[config.mk]
export PLATFORM = sky130hd
export DESIGN_NAME = paillier_result_packer_flat
export DESIGN_NICKNAME = d
export VERILOG_FILES = /design/src/rtl/paillier_result_packer_if.sv /design/src/rtl/paillier_result_packer.sv /design/src/flat_wrapper.sv
export SDC_FILE = /design/constraint.sdc
export NUM_CORES = 2
export LEC_CHECK = 0
export CAP_MARGIN = 20
export CORE_AREA = 2 2 618 435
export CTS_BUF_LIST = sky130_fd_sc_hd__clkbuf_16
export DETAILED_ROUTE_END_ITERATION = 16
export DIE_AREA = 0 0 620 437
export HOLD_SLACK_MARGIN = 0.1
export PLACE_DENSITY = 0.76
export SLEW_MARGIN = 10
export SYNTH_ARGS = -nofsm -noshare
export SYNTH_HDL_FRONTEND = slang
export SYNTH_SLANG_ARGS = --single-unit
[constraint.sdc]
create_clock -name clk -period 9.4 [get_ports clk]
set_clock_uncertainty 0.15 [all_clocks]
set_input_delay 1.88 -clock clk [delete_from_list [all_inputs] [get_ports clk]]
set_output_delay 1.88 -clock clk [all_outputs]
set_load 0.02 [all_outputs]
[src/rtl/paillier_result_packer_if.sv]
// Stream bundle for the Paillier result packer: K-bit limb input, W-bit beat output.
// in_valid has no ready (the core cannot stall); a beat transfers on out_valid && out_ready,
// and out_data/out_last stay stable while out_valid is high and out_ready is low.
interface paillier_result_packer_if #(
  parameter int K = 128,
  parameter int W = 32
);
  logic [K-1:0] in_data;
  logic         in_valid;
  logic [W-1:0] out_data;
  logic         out_valid;
  logic         out_ready;
  logic         out_last;

  modport master (
    output in_data, in_valid, out_ready,
    input  out_data, out_valid, out_last
  );

  modport slave (
    input  in_data, in_valid, out_ready,
    output out_data, out_valid, out_last
  );
endinterface

[src/rtl/paillier_result_packer.sv]
// Collects N K-bit limbs, then streams them as W-bit beats (limb 0, low lane first).
// Optional trailing XOR checksum beat is enabled by macro PAILLIER_PACKER_CHECKSUM_EN.
module paillier_result_packer #(
  parameter int K = 128,
  parameter int N = 32,
  parameter int W = 32
) (
  input  logic                     clk,
  input  logic                     rst_n,
  paillier_result_packer_if.slave  bus,
  output logic                     busy,
  output logic                     overflow_err,
  output logic [1:0]               fsm_state
);
  localparam int BPL    = K / W;
  localparam int TOTAL  = N * BPL;
  localparam int CNT_W  = $clog2(N + 1);
  localparam int BEAT_W = $clog2(TOTAL + 1);
  localparam int LIDX_W = (N > 1) ? $clog2(N) : 1;
  localparam int LANE_W = (BPL > 1) ? $clog2(BPL) : 1;

  typedef enum logic [1:0] {
    IDLE  = 2'd0,
    FILL  = 2'd1,
    DRAIN = 2'd2
`ifdef PAILLIER_PACKER_CHECKSUM_EN
    , CSUM = 2'd3
`endif
  } state_t;

  state_t              state_q, state_d;
  logic [K-1:0]        mem [N];
  logic [CNT_W-1:0]    limb_cnt;
  logic [BEAT_W-1:0]   beat_cnt;
  logic [LIDX_W-1:0]   rd_limb;
  logic [LANE_W-1:0]   rd_lane;
  logic [LIDX_W-1:0]   wr_idx;
  logic [W-1:0]        lane_data;
  logic                accept;
  logic                last_data;
  logic                store;
`ifdef PAILLIER_PACKER_CHECKSUM_EN
  logic [W-1:0]        csum_q;
`endif

  assign accept    = bus.out_valid && bus.out_ready;
  assign last_data = (beat_cnt == BEAT_W'(TOTAL - 1));
  assign store     = bus.in_valid && ((state_q == IDLE) || (state_q == FILL));
  assign wr_idx    = (state_q == FILL) ? limb_cnt[LIDX_W-1:0] : '0;
  assign fsm_state = state_q;

  always_ff @(posedge clk or negedge rst_n) begin
    if (!rst_n) state_q <= IDLE;
    else        state_q <= state_d;
  end

  always_comb begin
    state_d       = state_q;
    busy          = 1'b0;
    bus.out_valid = 1'b0;
    bus.out_last  = 1'b0;
    bus.out_data  = '0;
    lane_data     = '0;
    for (int j = 0; j < BPL; j++) begin
      if (rd_lane == LANE_W'(j)) lane_data = mem[rd_limb][j*W +: W];
    end
    case (state_q)
      IDLE: begin
        if (bus.in_valid) state_d = (N == 1) ? DRAIN : FILL;
      end
      FILL: begin
        busy = 1'b1;
        if (bus.in_valid && (limb_cnt == CNT_W'(N - 1))) state_d = DRAIN;
      end
      DRAIN: begin
        busy          = 1'b1;
        bus.out_valid = 1'b1;
        bus.out_data  = lane_data;
`ifdef PAILLIER_PACKER_CHECKSUM_EN
        if (accept && last_data) state_d = CSUM;
`else
        bus.out_last  = last_data;
        if (accept && last_data) state_d = IDLE;
`endif
      end
`ifdef PAILLIER_PACKER_CHECKSUM_EN
      CSUM: begin
        busy          = 1'b1;
        bus.out_valid = 1'b1;
        bus.out_last  = 1'b1;
        bus.out_data  = csum_q;
        if (accept) state_d = IDLE;
      end
`endif
      default: state_d = IDLE;
    endcase
  end

  // Buffer has no reset: its contents are only read after a full fill.
  always_ff @(posedge clk) begin
    if (store) mem[wr_idx] <= bus.in_data;
  end

  always_ff @(posedge clk or negedge rst_n) begin
    if (!rst_n) begin
      limb_cnt     <= '0;
      beat_cnt     <= '0;
      rd_limb      <= '0;
      rd_lane      <= '0;
      overflow_err <= 1'b0;
`ifdef PAILLIER_PACKER_CHECKSUM_EN
      csum_q       <= '0;
`endif
    end else begin
      // Any limb arriving outside IDLE/FILL has nowhere to go.
      if (bus.in_valid && !store) overflow_err <= 1'b1;
      case (state_q)
        IDLE: begin
          beat_cnt <= '0;
          rd_limb  <= '0;
          rd_lane  <= '0;
          limb_cnt <= bus.in_valid ? CNT_W'(1) : '0;
`ifdef PAILLIER_PACKER_CHECKSUM_EN
          csum_q   <= '0;
`endif
        end
        FILL: begin
          if (bus.in_valid) limb_cnt <= limb_cnt + 1'b1;
        end
        DRAIN: begin
          if (accept) begin
            beat_cnt <= beat_cnt + 1'b1;
`ifdef PAILLIER_PACKER_CHECKSUM_EN
            csum_q   <= csum_q ^ lane_data;
`endif
            if (rd_lane == LANE_W'(BPL - 1)) begin
              rd_lane <= '0;
              rd_limb <= rd_limb + 1'b1;
            end else begin
              rd_lane <= rd_lane + 1'b1;
            end
          end
        end
        default: ;
      endcase
    end
  end
endmodule
[src/flat_wrapper.sv]
// flat-port wrapper written by rule: the top's interface ports become plain ports
module paillier_result_packer_flat 
#(
  parameter int K = 128,
  parameter int N = 32,
  parameter int W = 32
)
  (clk, rst_n, busy, overflow_err, fsm_state, bus_in_data, bus_in_valid, bus_out_ready, bus_out_data, bus_out_valid, bus_out_last);
  paillier_result_packer_if #(.K(K), .W(W)) bus_i ();
  input  logic clk;
  input  logic rst_n;
  output logic busy;
  output logic overflow_err;
  output logic [1:0] fsm_state;
  input wire logic [$bits(bus_i.in_data)-1:0] bus_in_data;
  input wire logic [$bits(bus_i.in_valid)-1:0] bus_in_valid;
  input wire logic [$bits(bus_i.out_ready)-1:0] bus_out_ready;
  output wire logic [$bits(bus_i.out_data)-1:0] bus_out_data;
  output wire logic [$bits(bus_i.out_valid)-1:0] bus_out_valid;
  output wire logic [$bits(bus_i.out_last)-1:0] bus_out_last;
  assign bus_i.in_data = bus_in_data;
  assign bus_i.in_valid = bus_in_valid;
  assign bus_i.out_ready = bus_out_ready;
  assign bus_out_data = bus_i.out_data;
  assign bus_out_valid = bus_i.out_valid;
  assign bus_out_last = bus_i.out_last;
  paillier_result_packer #(.K(K), .N(N), .W(W)) u_core (.clk(clk), .rst_n(rst_n), .bus(bus_i), .busy(busy), .overflow_err(overflow_err), .fsm_state(fsm_state));
endmodule
Yosys cells after proc, flatten, opt, wreduce, memory -nomap -nowiden

Memories as Yosys holds them, arrays and structs flattened.
Index checks and enable logic that the tools add are counted.

Memory bits (writable): 4,096
Flip-flop bits (word level): 24
Input port bits: 132
Output and inout bits: 38
Memories kept: 1
Bits in read-only memories: 0
Latch bits: 0

Memory list:

| memory     | depth | width | read ports | clocked after Yosys merged registers in | wr ports | RTL line                     | text |
|---|---|---|---|---|---|---|---|
| u_core.mem | 32    | 128   | 1          | 0                                       | 1        | paillier_result_packer.sv:32 | `logic [K-1:0] mem [N];` |

Multipliers: 0
Eq/ne operators: 13
Div/mod/pow operators: 0
Reductions and logical operators: 16
Bitwise gates (word level): 0
Order comparisons: 0
Shifts and indexed selects: 0
Mux-type cells: 26
$add $sub $neg: 4

Operator list:

| operator            | count |
|---|---|
| $mux 32             | 5 |
| $pmux 8 s2          | 1 |
| $mux 5              | 3 |
| $pmux 6 s2          | 1 |
| $mux 2              | 5 |
| $pmux 5 s2          | 1 |
| $add 8x1->8 const B | 1 |
| $eq 8x7->1 const B  | 1 |
| $mux 8              | 1 |
| $add 6x1->6 const B | 1 |
| $eq 2x2->1 const B  | 3 |
| $eq 6x5->1 const B  | 1 |
| $mux 1              | 6 |
| $mux 6              | 1 |
| $ne 2x1->1 const B  | 3 |
| $ne 2x2->1 const B  | 3 |
| $pmux 2 s3          | 1 |
| $reduce_and 3->1    | 2 |
| $add 5x1->5 const B | 1 |
| $logic_and 1x1->1   | 5 |
| $eq 2x1->1 const B  | 2 |
| $logic_not 2->1     | 2 |
| $pmux 2 s2          | 1 |
| $reduce_and 2->1    | 2 |
| 5 further kinds     | 6 |

Depth between registers and ports, before layout

Word-level depth: 6
Depth in mapped cells: 12
Gate-level depth less buffers: 8

Worst setup path before layout

No wires, ideal clock.

Kind: input-to-reg
From: input bus_in_valid
To: memory u_core.mem[18][0], enable pin
Data arrival time: 7.819 ns
Path slack: 0.814 ns
Buffers on the path: 1
Cell stages on the path: 3
Cells stage by stage: clkbuf_1 -> nand4b_1 -> nor2_1

Cells in the longest elaborated chain, start to end: 3

RTL lines:

| element                      | RTL line                      | text |
|---|---|---|
| from (decl)                  | flat_wrapper.sv:16            | `input wire logic [$bits(bus_i.in_valid)-1:0] bus_in_valid;` |
| $logic_and 1x1->1            | paillier_result_packer.sv:48  | `assign store = bus.in_valid && ((state_q == IDLE) \|\| (state_q == FILL));` |
| $mux 1                       | paillier_result_packer.sv:101 | `if (store) mem[wr_idx] <= bus.in_data;` |
| $mux 1 (implied by the code) | paillier_result_packer.sv:101 |  |
| to (decl)                    | paillier_result_packer.sv:32  |  |

No other way between the ends.

Worst setup path after layout

From: register u_core.rd_limb[1]
To: output bus_out_data[6]

Cells in the longest elaborated chain, start to end: 6

RTL lines:

| element                | RTL line                      | text |
|---|---|---|
| from (decl)            | paillier_result_packer.sv:35  | `logic [LIDX_W-1:0] rd_limb;` |
| from (signal assigned) | paillier_result_packer.sv:138 | `rd_limb <= rd_limb + 1'b1;` |
| $mem_v2 32x128 *       | --                            |  |
| $mux 32 (3 in a row)   | paillier_result_packer.sv:65  | `if (rd_lane == LANE_W'(j)) lane_data = mem[rd_limb][j*W +: W];` |
| $mux 32 *              | paillier_result_packer.sv:65  |  |
| $mux 32 *              | paillier_result_packer.sv:67  | `case (state_q)` |
| to (decl)              | flat_wrapper.sv:18            | `output wire logic [$bits(bus_i.out_data)-1:0] bus_out_data;` |

Mark *: on every way between the ends. The rest lies on a longest branch, timed or not.

==> reports/summary.json <==
{
  "floorplan": {
    "floorplan.die.height_um": 437,
    "design.portCount": 170,
    "fp.dieArea_um2": 271000,
    "row_count": 158,
    "initial_core_util_pct": 59.9,
    "die_w_um": 620,
    "core_um2": 265000
  },
  "synthesis": {
    "postSynthCellCount": 7119,
    "netlist_top_cells_count": "4,096 x edfxtp_1, 796 x mux4_2, 552 x mux2i_1",
    "synthFlopType": "edfxtp_1",
    "netlist.top_cell.by_area": "edfxtp_1",
    "post_synth_instance_area_um2": 158000,
    "post_synthesis_register_bit_count": 4120,
    "synth-edff-count": 4096,
    "synth.most_common_cell": "edfxtp_1",
    "mappedNetlistNets": 7262,
    "synth_top_area_share_pct": 77.6,
    "netlist_top_cells_area": "edfxtp_1 78%, mux4_2 11%, mux2i_1 3.5%",
    "async_flop_share_pct": 0.583,
    "yosysSeqAreaShare_pct": 78.0,
    "synth-warning-count": 0,
    "ys_types": 67,
    "synthesis.area_per_instance_um2": 22.3
  },
  "clocking": {
    "bufs_on_longest_clock_path": 4,
    "cts_resized": 0,
    "cts_buffers": 373,
    "clock_latency_ns": 0.90,
    "cts_max_level": 5,
    "hold_buffers": 0,
    "cts_sinks": 4120,
    "cts.root.buffer_cell": "clkbuf_16",
    "number_of_post_cts_setup_repair_buffers": 0,
    "clkSlewWorstSetupHoldPaths_ns": 0.06,
    "cts_tree": "done"
  },
  "min_path": {
    "worstHoldPathType": "reg -> reg"
  },
  "critical_path": {
    "crit_path_end_kind": "output pin",
    "crit_required_ns": 7.37,
    "worst_ep_arrival_time_ns": 6.03,
    "cp-start-kind": "flip-flop",
    "worstSetupPathType": "reg -> out",
    "critPathMaxFanout": 50
  },
  "routing": {
    "drt_iter0_drc": 14162,
    "route.detailed.vias_per_inst": 7.20,
    "drc": 0,
    "post_drt_wl_per_cell_um": 38.4,
    "drtAntennaViolNets": 0,
    "first_pass_iters": 6,
    "wl_mm": 435,
    "total_number_of_vias": 81495
  },
  "global_routing": {
    "grt_antenna_before_repair": 59,
    "first_global_vias": 78972,
    "global_route.usage.total_pct": 32.2,
    "globalRoute.totalOverflow": 0,
    "global_route_wire_length_before_repair_mm": 608,
    "grt_start_max_net_pins": 149
  },
  "placed_design": {
    "pre_cts_slack_ns": 2.42,
    "hpwl_mm": 221,
    "placed_cell_area_um2": 164000,
    "portBuffers": 169,
    "gp_congestion": 0.828
  },
  "sta": {
    "max_slew_margin_pct": 19.1,
    "worst_slack_ns": 1.34,
    "post-route-period-util_pct": 85.7,
    "maxClockFrequency_mhz": 124,
    "worstMarginPinSlew_ns": 1.20,
    "hold_violations": 0,
    "final-max-slew-violation-count": 0,
    "setup_tns_ns": 0,
    "final_period_minus_worst_setup_slack_ns": 8.06,
    "grt_setup_unrepaired": "false",
    "setup_viol": 0
  },
  "power_and_ir_drop": {
    "worst_ir_drop_vdd_v": 0.000172,
    "leakage_nw": 52.6,
    "power_frac_clock_pct": 38.5,
    "p_sw_share_pct": 23.1,
    "comb_power_share_pct": 7.7,
    "pwr_density_cell_nw_per_um2": 217,
    "p_seq_share_pct": 53.9,
    "power.switching_mw": 8.86,
    "p_int_mw": 29.5
  },
  "finish": {
    "fin_area_um2": 177000,
    "synthToLayoutAreaGrowth_pct": 11.6,
    "number_of_nets_in_the_layout": 7621,
    "drive_above_1_share_pct": 21.4
  },
  "job": {
    "drv.max_cap_violation_count": 0
  },
  "status": {
    "run_status": "finished, final reports clean"
  }
}
-- path summary, 6_finish.rpt --
check,slack [ns],start,depth (start not counted),endpoint
max,1.34,u_core.rd_limb[1],9,bus_out_data[6]
min,0.32,u_core.overflow_err,1,u_core.overflow_err
max reg2reg,4.86,u_core.fsm_state[1],5,u_core.mem[21][76]
min reg2reg,0.32,u_core.overflow_err,1,u_core.overflow_err
max in group asynchronous,7.48,rst_n,2,u_core.rd_limb[4]
min in group asynchronous,1.23,rst_n,2,u_core.overflow_err
-- per-stage QoR --
stage | hold WS (ns) | std cells | power, mW | utilization, %
global placement | 0.316 | 10575 | 23.8 | 62.1
finish | 0.323 | 11316 | 38.4 | 66.8
global route | 0.339 | 11311 | 39.3 | 66.8
CTS | 0.337 | 11251 | 38.4 | 66.6
detailed placement | 0.323 | 10585 | 23.9 | 62.2
floorplan | 0.356 | 7119 | 22.3 | -
-- layout make-up --
type / instances / area, um^2
diodes: 27 / 67.6
fillers: 15932 / 87700
repair buffers: 403 / 4570
clock inverters: 288 / 2220
inverters: 8 / 30.0
flip-flops and latches: 4120 / 124000
clock buffers: 378 / 9460
well taps: 3520 / 4400
multi-input cells: 2572 / 32400
-- layer usage --
metal / part of all wire (%) / wire (um) / global-route usage (%)
met2: 46 / 201000 / 48.3
met1: 36 / 156000 / 46.1
met5: 0.035 / 154 / 0
met4: 4.0 / 17500 / 12.5
met3: 14 / 60300 / 8.34
-- layout by cell type, fill, tap and decap left out, types with 15 or more instances in the layout --
cell type        synthesis  layout
dfrtp_1                 24      19
buf_8                   31      29
mux4_2                 796     796
buf_4                   72     129
nand2_1                 79      76
clkbuf_16                0     378
nor3_1                  17      17
buf_12                  14      68
a21oi_1                 77      77
nand4_1                 25      25
clkdlybuf4s50_1          0     162
inv_1                    7      74
o22ai_1                137     137
diode_2                  0      27
o221ai_1                21      21
nor2_4                   0      34
bufinv_16                0      31
nor4_1                  31      31
nor2_1                  91      55
a22oi_1                145     145
nand3_1                 55      55
mux2i_1                552     552
a221oi_1                83      83
mux2_2                  49      49
o21ai_0                107     107
edfxtp_1              4096    4096
nand2b_1                18      15
nor2b_1                 32      27
clkinv_2                 0      63
clkinv_1                 1      92
a211oi_1                80      80
mux4_1                  30      30
-- critical path: stages, from the launching register on --
cell	delay (ns)
dfrtp_4	1.05
buf_12	0.38
buf_4	0.72
mux2i_1	0.20
a22oi_1	0.26
a21oi_1	0.11
nor3_1	0.73
o221ai_1	0.22
a211oi_1	0.61
clkdlybuf4s50_1	0.74
-- sequential cells by signal (all words and copies together) (netlist names) --
signal	count
u_core.beat_cnt	8
u_core.limb_cnt	6
u_core.rd_limb	5
u_core.overflow_err	1
u_core.rd_lane	2
u_core.fsm_state	2
u_core.mem	4096
-- power groups by stage --
stage               clock, mW  sequential (mW)  combinational, mW
CTS                      14.8             20.7               2.84
global placement            0             21.0               2.76
floorplan                   0             21.1               1.20
finish                   14.8             20.7               2.94
detailed placement          0             21.1               2.82
global route             15.5             20.7               3.02
-- cells by family after synthesis --
logic type                 Yosys count  synth area share, %
AOI/OAI and AO/OA                  745                 3.26
xor gates and xnor gates            11               0.0608
adders and majority gates           11               0.0868
buffers and inverters              427                 1.78
DFF                               4120                 78.0
muxes                             1427                 15.6
and+or+nand+nor                    378                 1.19
Power figures use the tool's default switching activity.
